==> src/rtl/grayscale_pkg.sv <==
// Shared types and constants for the grayscale job controller: address type,
// controller states, DSM status-line field offsets and the FIFO depth default.
package grayscale_pkg;

  localparam int HC_ADDR_W = 42;
  typedef logic [HC_ADDR_W-1:0] t_hc_address;

  localparam int FIFO_DEPTH_DEFAULT = 64;

  localparam int DSM_W         = 512;
  localparam int DSM_FIELD_W   = 32;
  localparam int DSM_DONE_BIT  = 0;
  localparam int DSM_ERR_BIT   = 1;
  localparam int DSM_RSP_LSB   = 64;
  localparam int DSM_CYCLE_LSB = 128;
  localparam int DSM_STALL_LSB = 192;

  typedef enum logic [2:0] {
    ST_IDLE,
    ST_RUN,
    ST_FLUSH,
    ST_DSM,
    ST_DONE
  } t_ctrl_state;

endpackage

==> src/rtl/grayscale_ctrl_if.sv <==
// Job control, read/write request and status signals of the grayscale controller.
// The slave modport is the controller side; master is the host/datapath side.
interface grayscale_ctrl_if #(
  parameter int CNT_W = 32
);
  import grayscale_pkg::*;

  logic                 start;
  t_hc_address          src_addr;
  t_hc_address          dst_addr;
  logic [CNT_W-1:0]     num_lines;
  t_hc_address          dsm_base;
  logic                 rd_req_valid;
  t_hc_address          rd_req_addr;
  logic                 rd_almfull;
  logic                 fifo_pop;
  logic                 wr_req_valid;
  t_hc_address          wr_req_addr;
  logic                 wr_is_dsm;
  logic                 wr_ready;
  logic                 wr_rsp_valid;
  logic                 busy;
  logic                 done;
  logic [DSM_W-1:0]     dsm_data;

  modport slave (
    input  start, src_addr, dst_addr, num_lines, dsm_base,
    input  rd_almfull, fifo_pop, wr_ready, wr_rsp_valid,
    output rd_req_valid, rd_req_addr, wr_req_valid, wr_req_addr, wr_is_dsm,
    output busy, done, dsm_data
  );

  modport master (
    output start, src_addr, dst_addr, num_lines, dsm_base,
    output rd_almfull, fifo_pop, wr_ready, wr_rsp_valid,
    input  rd_req_valid, rd_req_addr, wr_req_valid, wr_req_addr, wr_is_dsm,
    input  busy, done, dsm_data
  );

endinterface

==> src/rtl/grayscale_credit.sv <==
// Read-credit pool mirroring free space in the downstream pixel FIFO,
// with a sticky error for pops that would push the pool past its depth.
module grayscale_credit
  import grayscale_pkg::*;
#(
  parameter  int FIFO_DEPTH = FIFO_DEPTH_DEFAULT,
  localparam int CRED_W     = $clog2(FIFO_DEPTH + 1)
) (
  input  logic              clk,
  input  logic              reset_n,
  input  logic              issue,
  input  logic              pop,
  output logic [CRED_W-1:0] credits,
  output logic              err_ovf
);

  localparam logic [CRED_W-1:0] CRED_FULL = CRED_W'(FIFO_DEPTH);
  localparam logic [CRED_W-1:0] CRED_ONE  = CRED_W'(1);

  logic [CRED_W-1:0] credits_q, credits_d;
  logic              err_ovf_q, err_ovf_d;
  logic              pop_ok;

  // A pop arriving with the pool already full is dropped and flagged.
  always_comb begin
    credits_d = credits_q;
    err_ovf_d = err_ovf_q;
    pop_ok    = pop && (credits_q != CRED_FULL);
    if (pop && !pop_ok) err_ovf_d = 1'b1;
    case ({issue, pop_ok})
      2'b10:   credits_d = credits_q - CRED_ONE;
      2'b01:   credits_d = credits_q + CRED_ONE;
      default: credits_d = credits_q;
    endcase
  end

  always_ff @(posedge clk or negedge reset_n) begin
    if (!reset_n) begin
      credits_q <= CRED_FULL;
      err_ovf_q <= 1'b0;
    end else begin
      credits_q <= credits_d;
      err_ovf_q <= err_ovf_d;
    end
  end

  assign credits = credits_q;
  assign err_ovf = err_ovf_q;

endmodule

==> src/rtl/grayscale_ctrl.sv <==
// Grayscale job controller: sequences source reads under FIFO credits, destination
// writes, and a final DSM status write. Define GRAYSCALE_CTRL_PERF_EN for perf counters.
module grayscale_ctrl
  import grayscale_pkg::*;
#(
  parameter int FIFO_DEPTH = FIFO_DEPTH_DEFAULT,
  parameter int CNT_W      = 32
) (
  input logic              clk,
  input logic              reset_n,
  grayscale_ctrl_if.slave  bus
);

  localparam int CRED_W = $clog2(FIFO_DEPTH + 1);
  localparam logic [CNT_W-1:0] CNT_ONE = CNT_W'(1);

  t_ctrl_state       state_q, state_d;
  t_hc_address       src_q, src_d, dst_q, dst_d, base_q, base_d;
  logic [CNT_W-1:0]  lines_q, lines_d;
  logic [CNT_W-1:0]  rd_cnt_q, rd_cnt_d, wr_cnt_q, wr_cnt_d, rsp_cnt_q, rsp_cnt_d;
  logic              dsm_sent_q, dsm_sent_d;
  logic              rd_valid_q, rd_valid_d, wr_valid_q, wr_valid_d, wr_dsm_q, wr_dsm_d;
  t_hc_address       rd_addr_q, rd_addr_d, wr_addr_q, wr_addr_d;
  logic              busy_q, busy_d, done_q, done_d;
  logic [DSM_W-1:0]  dsm_data_q, dsm_data_d;
  logic              rd_go, wr_go;
  logic [CRED_W-1:0] credits;
  logic              err_ovf;

  grayscale_credit #(.FIFO_DEPTH(FIFO_DEPTH)) u_credit (
    .clk     (clk),
    .reset_n (reset_n),
    .issue   (rd_go),
    .pop     (bus.fifo_pop),
    .credits (credits),
    .err_ovf (err_ovf)
  );

`ifdef GRAYSCALE_CTRL_PERF_EN
  logic [DSM_FIELD_W-1:0] cycle_q, cycle_d, stall_q, stall_d;
  logic                   perf_clr;

  assign perf_clr = ((state_q == ST_IDLE) || (state_q == ST_DONE)) && bus.start;

  always_comb begin
    cycle_d = cycle_q;
    stall_d = stall_q;
    if (perf_clr) begin
      cycle_d = '0;
      stall_d = '0;
    end else begin
      if (state_q inside {ST_RUN, ST_FLUSH, ST_DSM}) cycle_d = cycle_q + DSM_FIELD_W'(1);
      if ((state_q == ST_RUN) && (rd_cnt_q < lines_q) && ((credits == '0) || bus.rd_almfull))
        stall_d = stall_q + DSM_FIELD_W'(1);
    end
  end

  always_ff @(posedge clk or negedge reset_n) begin
    if (!reset_n) begin
      cycle_q <= '0;
      stall_q <= '0;
    end else begin
      cycle_q <= cycle_d;
      stall_q <= stall_d;
    end
  end
`endif

  // Request decisions are registered, so counters advance on the same edge the valid rises.
  always_comb begin
    state_d    = state_q;
    src_d      = src_q;
    dst_d      = dst_q;
    base_d     = base_q;
    lines_d    = lines_q;
    rd_cnt_d   = rd_cnt_q;
    wr_cnt_d   = wr_cnt_q;
    rsp_cnt_d  = rsp_cnt_q;
    dsm_sent_d = dsm_sent_q;
    rd_valid_d = 1'b0;
    rd_addr_d  = rd_addr_q;
    wr_valid_d = 1'b0;
    wr_addr_d  = wr_addr_q;
    wr_dsm_d   = 1'b0;

    rd_go = (state_q == ST_RUN) && (rd_cnt_q < lines_q) && (credits != '0) && !bus.rd_almfull;
    wr_go = ((state_q == ST_RUN) || (state_q == ST_FLUSH)) && bus.wr_ready && (wr_cnt_q < lines_q);

    case (state_q)
      ST_IDLE, ST_DONE: begin
        if (bus.start) begin
          state_d    = ST_RUN;
          src_d      = bus.src_addr;
          dst_d      = bus.dst_addr;
          base_d     = bus.dsm_base;
          lines_d    = bus.num_lines;
          rd_cnt_d   = '0;
          wr_cnt_d   = '0;
          rsp_cnt_d  = '0;
          dsm_sent_d = 1'b0;
        end
      end
      ST_RUN:   if (rd_cnt_q == lines_q) state_d = ST_FLUSH;
      ST_FLUSH: if (rsp_cnt_q == lines_q) state_d = ST_DSM;
      ST_DSM: begin
        if (!dsm_sent_q && bus.wr_ready) begin
          wr_valid_d = 1'b1;
          wr_addr_d  = base_q;
          wr_dsm_d   = 1'b1;
          dsm_sent_d = 1'b1;
        end else if (dsm_sent_q && bus.wr_rsp_valid) begin
          state_d = ST_DONE;
        end
      end
      default: state_d = ST_IDLE;
    endcase

    if (rd_go) begin
      rd_valid_d = 1'b1;
      rd_addr_d  = src_q + t_hc_address'(rd_cnt_q);
      rd_cnt_d   = rd_cnt_q + CNT_ONE;
    end
    if (wr_go) begin
      wr_valid_d = 1'b1;
      wr_addr_d  = dst_q + t_hc_address'(wr_cnt_q);
      wr_cnt_d   = wr_cnt_q + CNT_ONE;
    end
    if (bus.wr_rsp_valid && ((state_q == ST_RUN) || (state_q == ST_FLUSH)))
      rsp_cnt_d = rsp_cnt_q + CNT_ONE;

    busy_d = state_d inside {ST_RUN, ST_FLUSH, ST_DSM};
    done_d = (state_d == ST_DONE);

    dsm_data_d                                 = '0;
    dsm_data_d[DSM_DONE_BIT]                   = 1'b1;
    dsm_data_d[DSM_ERR_BIT]                    = err_ovf;
    dsm_data_d[DSM_RSP_LSB +: DSM_FIELD_W]     = DSM_FIELD_W'(rsp_cnt_q);
`ifdef GRAYSCALE_CTRL_PERF_EN
    dsm_data_d[DSM_CYCLE_LSB +: DSM_FIELD_W]   = cycle_q;
    dsm_data_d[DSM_STALL_LSB +: DSM_FIELD_W]   = stall_q;
`endif
  end

  always_ff @(posedge clk or negedge reset_n) begin
    if (!reset_n) begin
      state_q    <= ST_IDLE;
      src_q      <= '0;
      dst_q      <= '0;
      base_q     <= '0;
      lines_q    <= '0;
      rd_cnt_q   <= '0;
      wr_cnt_q   <= '0;
      rsp_cnt_q  <= '0;
      dsm_sent_q <= 1'b0;
      rd_valid_q <= 1'b0;
      rd_addr_q  <= '0;
      wr_valid_q <= 1'b0;
      wr_addr_q  <= '0;
      wr_dsm_q   <= 1'b0;
      busy_q     <= 1'b0;
      done_q     <= 1'b0;
      dsm_data_q <= '0;
    end else begin
      state_q    <= state_d;
      src_q      <= src_d;
      dst_q      <= dst_d;
      base_q     <= base_d;
      lines_q    <= lines_d;
      rd_cnt_q   <= rd_cnt_d;
      wr_cnt_q   <= wr_cnt_d;
      rsp_cnt_q  <= rsp_cnt_d;
      dsm_sent_q <= dsm_sent_d;
      rd_valid_q <= rd_valid_d;
      rd_addr_q  <= rd_addr_d;
      wr_valid_q <= wr_valid_d;
      wr_addr_q  <= wr_addr_d;
      wr_dsm_q   <= wr_dsm_d;
      busy_q     <= busy_d;
      done_q     <= done_d;
      dsm_data_q <= dsm_data_d;
    end
  end

  assign bus.rd_req_valid = rd_valid_q;
  assign bus.rd_req_addr  = rd_addr_q;
  assign bus.wr_req_valid = wr_valid_q;
  assign bus.wr_req_addr  = wr_addr_q;
  assign bus.wr_is_dsm    = wr_dsm_q;
  assign bus.busy         = busy_q;
  assign bus.done         = done_q;
  assign bus.dsm_data     = dsm_data_q;

endmodule

==> src/flat_wrapper.sv <==
// flat-port wrapper written by rule: the top's interface ports become plain ports
module grayscale_ctrl_flat import grayscale_pkg::*;
#(
  parameter int FIFO_DEPTH = FIFO_DEPTH_DEFAULT,
  parameter int CNT_W      = 32
)
  (clk, reset_n, bus_start, bus_src_addr, bus_dst_addr, bus_num_lines, bus_dsm_base, bus_rd_almfull, bus_fifo_pop, bus_wr_ready, bus_wr_rsp_valid, bus_rd_req_valid, bus_rd_req_addr, bus_wr_req_valid, bus_wr_req_addr, bus_wr_is_dsm, bus_busy, bus_done, bus_dsm_data);
  grayscale_ctrl_if #(.CNT_W(CNT_W)) bus_i ();
  input logic clk;
  input logic reset_n;
  input wire logic [$bits(bus_i.start)-1:0] bus_start;
  input wire logic [$bits(bus_i.src_addr)-1:0] bus_src_addr;
  input wire logic [$bits(bus_i.dst_addr)-1:0] bus_dst_addr;
  input wire logic [$bits(bus_i.num_lines)-1:0] bus_num_lines;
  input wire logic [$bits(bus_i.dsm_base)-1:0] bus_dsm_base;
  input wire logic [$bits(bus_i.rd_almfull)-1:0] bus_rd_almfull;
  input wire logic [$bits(bus_i.fifo_pop)-1:0] bus_fifo_pop;
  input wire logic [$bits(bus_i.wr_ready)-1:0] bus_wr_ready;
  input wire logic [$bits(bus_i.wr_rsp_valid)-1:0] bus_wr_rsp_valid;
  output wire logic [$bits(bus_i.rd_req_valid)-1:0] bus_rd_req_valid;
  output wire logic [$bits(bus_i.rd_req_addr)-1:0] bus_rd_req_addr;
  output wire logic [$bits(bus_i.wr_req_valid)-1:0] bus_wr_req_valid;
  output wire logic [$bits(bus_i.wr_req_addr)-1:0] bus_wr_req_addr;
  output wire logic [$bits(bus_i.wr_is_dsm)-1:0] bus_wr_is_dsm;
  output wire logic [$bits(bus_i.busy)-1:0] bus_busy;
  output wire logic [$bits(bus_i.done)-1:0] bus_done;
  output wire logic [$bits(bus_i.dsm_data)-1:0] bus_dsm_data;
  assign bus_i.start = bus_start;
  assign bus_i.src_addr = bus_src_addr;
  assign bus_i.dst_addr = bus_dst_addr;
  assign bus_i.num_lines = bus_num_lines;
  assign bus_i.dsm_base = bus_dsm_base;
  assign bus_i.rd_almfull = bus_rd_almfull;
  assign bus_i.fifo_pop = bus_fifo_pop;
  assign bus_i.wr_ready = bus_wr_ready;
  assign bus_i.wr_rsp_valid = bus_wr_rsp_valid;
  assign bus_rd_req_valid = bus_i.rd_req_valid;
  assign bus_rd_req_addr = bus_i.rd_req_addr;
  assign bus_wr_req_valid = bus_i.wr_req_valid;
  assign bus_wr_req_addr = bus_i.wr_req_addr;
  assign bus_wr_is_dsm = bus_i.wr_is_dsm;
  assign bus_busy = bus_i.busy;
  assign bus_done = bus_i.done;
  assign bus_dsm_data = bus_i.dsm_data;
  grayscale_ctrl #(.FIFO_DEPTH(FIFO_DEPTH), .CNT_W(CNT_W)) u_core (.clk(clk), .reset_n(reset_n), .bus(bus_i));
endmodule
==> config.mk <==
export PLATFORM = sky130hd
export DESIGN_NAME = grayscale_ctrl_flat
export DESIGN_NICKNAME = d
export VERILOG_FILES = /design/src/rtl/grayscale_pkg.sv /design/src/rtl/grayscale_ctrl_if.sv /design/src/rtl/grayscale_credit.sv /design/src/rtl/grayscale_ctrl.sv /design/src/flat_wrapper.sv
export SDC_FILE = /design/constraint.sdc
export NUM_CORES = 1
export LEC_CHECK = 0
export ABC_AREA = 1
export CAP_MARGIN = 20
export CORE_AREA = 2 2 300 302
export DETAILED_ROUTE_END_ITERATION = 10
export DIE_AREA = 0 0 302 304
export DONT_BUFFER_PORTS = 1
export HOLD_SLACK_MARGIN = 0.08
export PLACE_DENSITY = 0.56
export SLEW_MARGIN = 10
export SYNTH_ARGS = -nofsm -noshare
export SYNTH_HDL_FRONTEND = slang
export SYNTH_SLANG_ARGS = --single-unit
==> constraint.sdc <==
create_clock -name clk -period 8.95 [get_ports clk]
set_input_delay 1.79 -clock clk [delete_from_list [all_inputs] [get_ports clk]]
set_output_delay 1.79 -clock clk [all_outputs]
set_load 0.01 [all_outputs]
==> flow_summary.ini <==
[status]
status = complete, but fails checks
violations = max-slew violations

[clock_network]
clk_path_buf_depth = 3
clkSinkCount = 389
postCtsSetupBuffers = 0
clock-root-buffer = clkbuf_16
cts_max_level = 2
clk_latency_ps = 620
cts_tree = done
path_clk_slew_ps = 60
hold_buffers = 0
cts_resized = 0
cts_buffers = 48

[setup_path]
worstPathRequired_ps = 9470
ff2ff_path_depth = 13
endpoint_kind = flip-flop
cpPeakStageDelay_ps = 580
slowest_stage = buf_4
arrival_ps = 4250
cp_cell_sequence = inv_1 -> ha_1 -> nand2_1 -> nor2_1 -> nand2_1 -> nor4_1 -> nand2_1 -> nand3_2 -> buf_4 -> nand2_2 -> inv_2 -> nand2_1 -> nand2_1
crit_buf_inv = 3
cp_max_fo = 52
cpLargestDelayFamily = simple AND/OR/NAND/NOR gates
worstSetupPathType = reg2reg
start_kind = flip-flop
cp_common_cell = nand2_1
cp.depth = 13

[drt]
routedWlPerCell_um = 17.7
drt_iter0_markers = 1662
drt-total-wl_um = 88300
firstDrtPassIters = 5
postRouteAntennaNets = 0
drc = 0
num_vias = 22500
vias_per_cell = 4.49

[synth]
ys_ff_latch = 389
synth.area.top_cells = dfrtp_1 (35%), nand2_1 (15%), buf_4 (13%), ha_1 (6.1%), inv_1 (5.0%)
synth.most_common_cell = nand2_1
yosysTopAreaCellShare_pct = 34.6
netlist_area_mm2 = 0.0280
avgSynthCellArea_um2 = 7.36
synth_flop_cell = dfrtp_1
synthTopCellsByCount = nand2_1 (1154), buf_4 (490), dfrtp_1 (388)
syn-instance-count = 3809
netlist.top_cell.by_area = dfrtp_1
yosys_warnings = 0
synth.distinct_cells = 59
seq_area_frac_synth_pct = 34.7
synthArstFlopShare_pct = 100
synth_edf_count = 0

[floorplan]
die_height_um = 304
die-area_mm2 = 0.0918
core-area_mm2 = 0.0890
io_pins = 766
die_w_um = 302
rows = 110
start_util_pct = 31.5

[pwr]
power_leakage_nw = 14.7
total_power_mw = 8.51
peakVddDrop_mv = 0.161
p_per_area_mw_per_mm2 = 294

[timing]
setup_violations = 0
max_freq_mhz = 268
maxSlewHeadroom_pct = -3.48
rsz0062_at_grt = no
fin_crit_sh_pct = 41.6
skew_ps = 43.6
drv_slew = 44
finalHoldViolations = 0
min_period_ps = 3730
tns_ps = 0
worst_slew_pin_slew_ps = 1550

[global_route]
grt_overflow = 0
grt_use_total_pct = 18.7
grt_max_degree = 390
grt_pass1_vias = 20900
antenna_found_initial = 10
grt_pass1_wl_um = 131000

[placed_design]
hpwl_um = 68300
port_buffers = 0
place_inst = 4907
gp_congestion = 0.923

[min_path]
worstHoldPathCells = 0
hold_class = reg2reg

[run]
maxCapViolCount = 0

[layout]
area_growth_syn_to_layout_pct = 3.38
drive_above_1_share_pct = 4.93
layout.cells.non_filler = 4996
nets = 4085
## cells in the final DEF (no fill, tap or decap), types with 11 or more instances in the layout
master / instances
inv_1: 371
nand3_1: 190
a21oi_1: 107
ha_1: 136
clkbuf_16: 49
inv_2: 15
nor4_1: 20
o21ai_1: 92
dfrtp_1: 388
nand4_1: 46
conb_1: 479
nor2_1: 228
xor2_1: 57
xnor2_1: 56
o21ai_2: 13
nor3_1: 58
nand2_1: 1154
o21bai_1: 12
o21ai_0: 179
nand2_2: 11
## state kept, by name (all words and copies together), names as in the netlist, 3 cells and up
name                     cells
u_core.lines_q              32
u_core.bus.dsm_data         34
u_core.bus.rd_req_addr      42
u_core.rsp_cnt_q            32
u_core.wr_cnt_q             32
u_core.bus.wr_req_addr      42
u_core.src_q                42
u_core.base_q               42
u_core.state_q               3
u_core.rd_cnt_q             32
u_core.dst_q                42
u_core.u_credit.credits      7
## report_power, final
part / internal, mW / switching, mW / leakage [nW]
Clock: 1.32 / 0.848 / 0.843
Combinational: 1.03 / 2.14 / 8.83
Sequential: 2.41 / 0.769 / 4.98
Total: 4.76 / 3.75 / 14.7
## per-layer routing
layer / vias up / part of all wire [%] / GRT usage, % / routed length, µm
met5: - / 0.12 / 0 / 103
met4: 16 / 2.8 / 5.63 / 2470
met3: 132 / 7.1 / 4.43 / 6300
met2: 700 / 47 / 30.6 / 41300
met1: 10500 / 43 / 24.3 / 38100
li1: 11100 / - / - / -
## worst register-to-register path, stage by stage (launching register included)
cell	delay, ps
dfrtp_1	500
inv_1	170
ha_1	320
nand2_1	80
nor2_1	150
nand2_1	110
nor4_1	270
nand2_1	150
nand3_2	310
buf_4	590
nand2_2	170
inv_2	580
nand2_1	150
nand2_1	100
## through the flow
step / utilization (%) / hold slack, ps / setup slack (ps) / instance area (µm²)
2_1_floorplan: - / 349 / 4840 / 29800
3_3_place_gp: 30.6 / 362 / 4780 / 27200
3_5_place_dp: 30.6 / 368 / 4730 / 27200
4_1_cts: 32.5 / 383 / 5170 / 29000
5_1_grt: 32.5 / 413 / 4900 / 29000
6_report: 32.5 / 380 / 5220 / 29000
## cell families (layout without fill, tap and decap cells)
group           count (synthesis)  after routing  synth area share (%)
fa+ha+maj                     139            139                  6.29
xor+xnor                      113            113                  3.53
simple gates                 1771           1771                  26.9
mux                             3              3                 0.107
compound gates                437            437                  8.38
flops                         389            389                  34.7
other cells                     2            482                0.0268
buf+inv                       955            486                  20.0
## path summary, 6_finish.rpt
path	start	endpoint	slack, ps
hold / removal	u_core.u_credit.err_ovf	u_core.bus.dsm_data[1]	380
min in group asynchronous	reset_n	u_core.base_q[8]	890
max in group asynchronous	reset_n	u_core.bus.rd_req_addr[11]	6810
hold reg to reg	u_core.u_credit.err_ovf	u_core.bus.dsm_data[1]	380
setup / recovery	u_core.lines_q[31]	u_core.bus.wr_req_addr[34]	5220
setup reg to reg	u_core.lines_q[31]	u_core.bus.wr_req_addr[34]	5220
## layout make-up
class,instances,area [µm²]
Multi-Input combinational cell,2942,14500
Clock buffer,62,1350
Timing Repair Buffer,10,75.1
Sequential cell,389,9740
Antenna cell,3,7.51
Clock inverter,24,383
Inverter,390,1470
Tap cell,1176,1470
Fill cell,9664,60100
(Power assumes the default switching activity.)
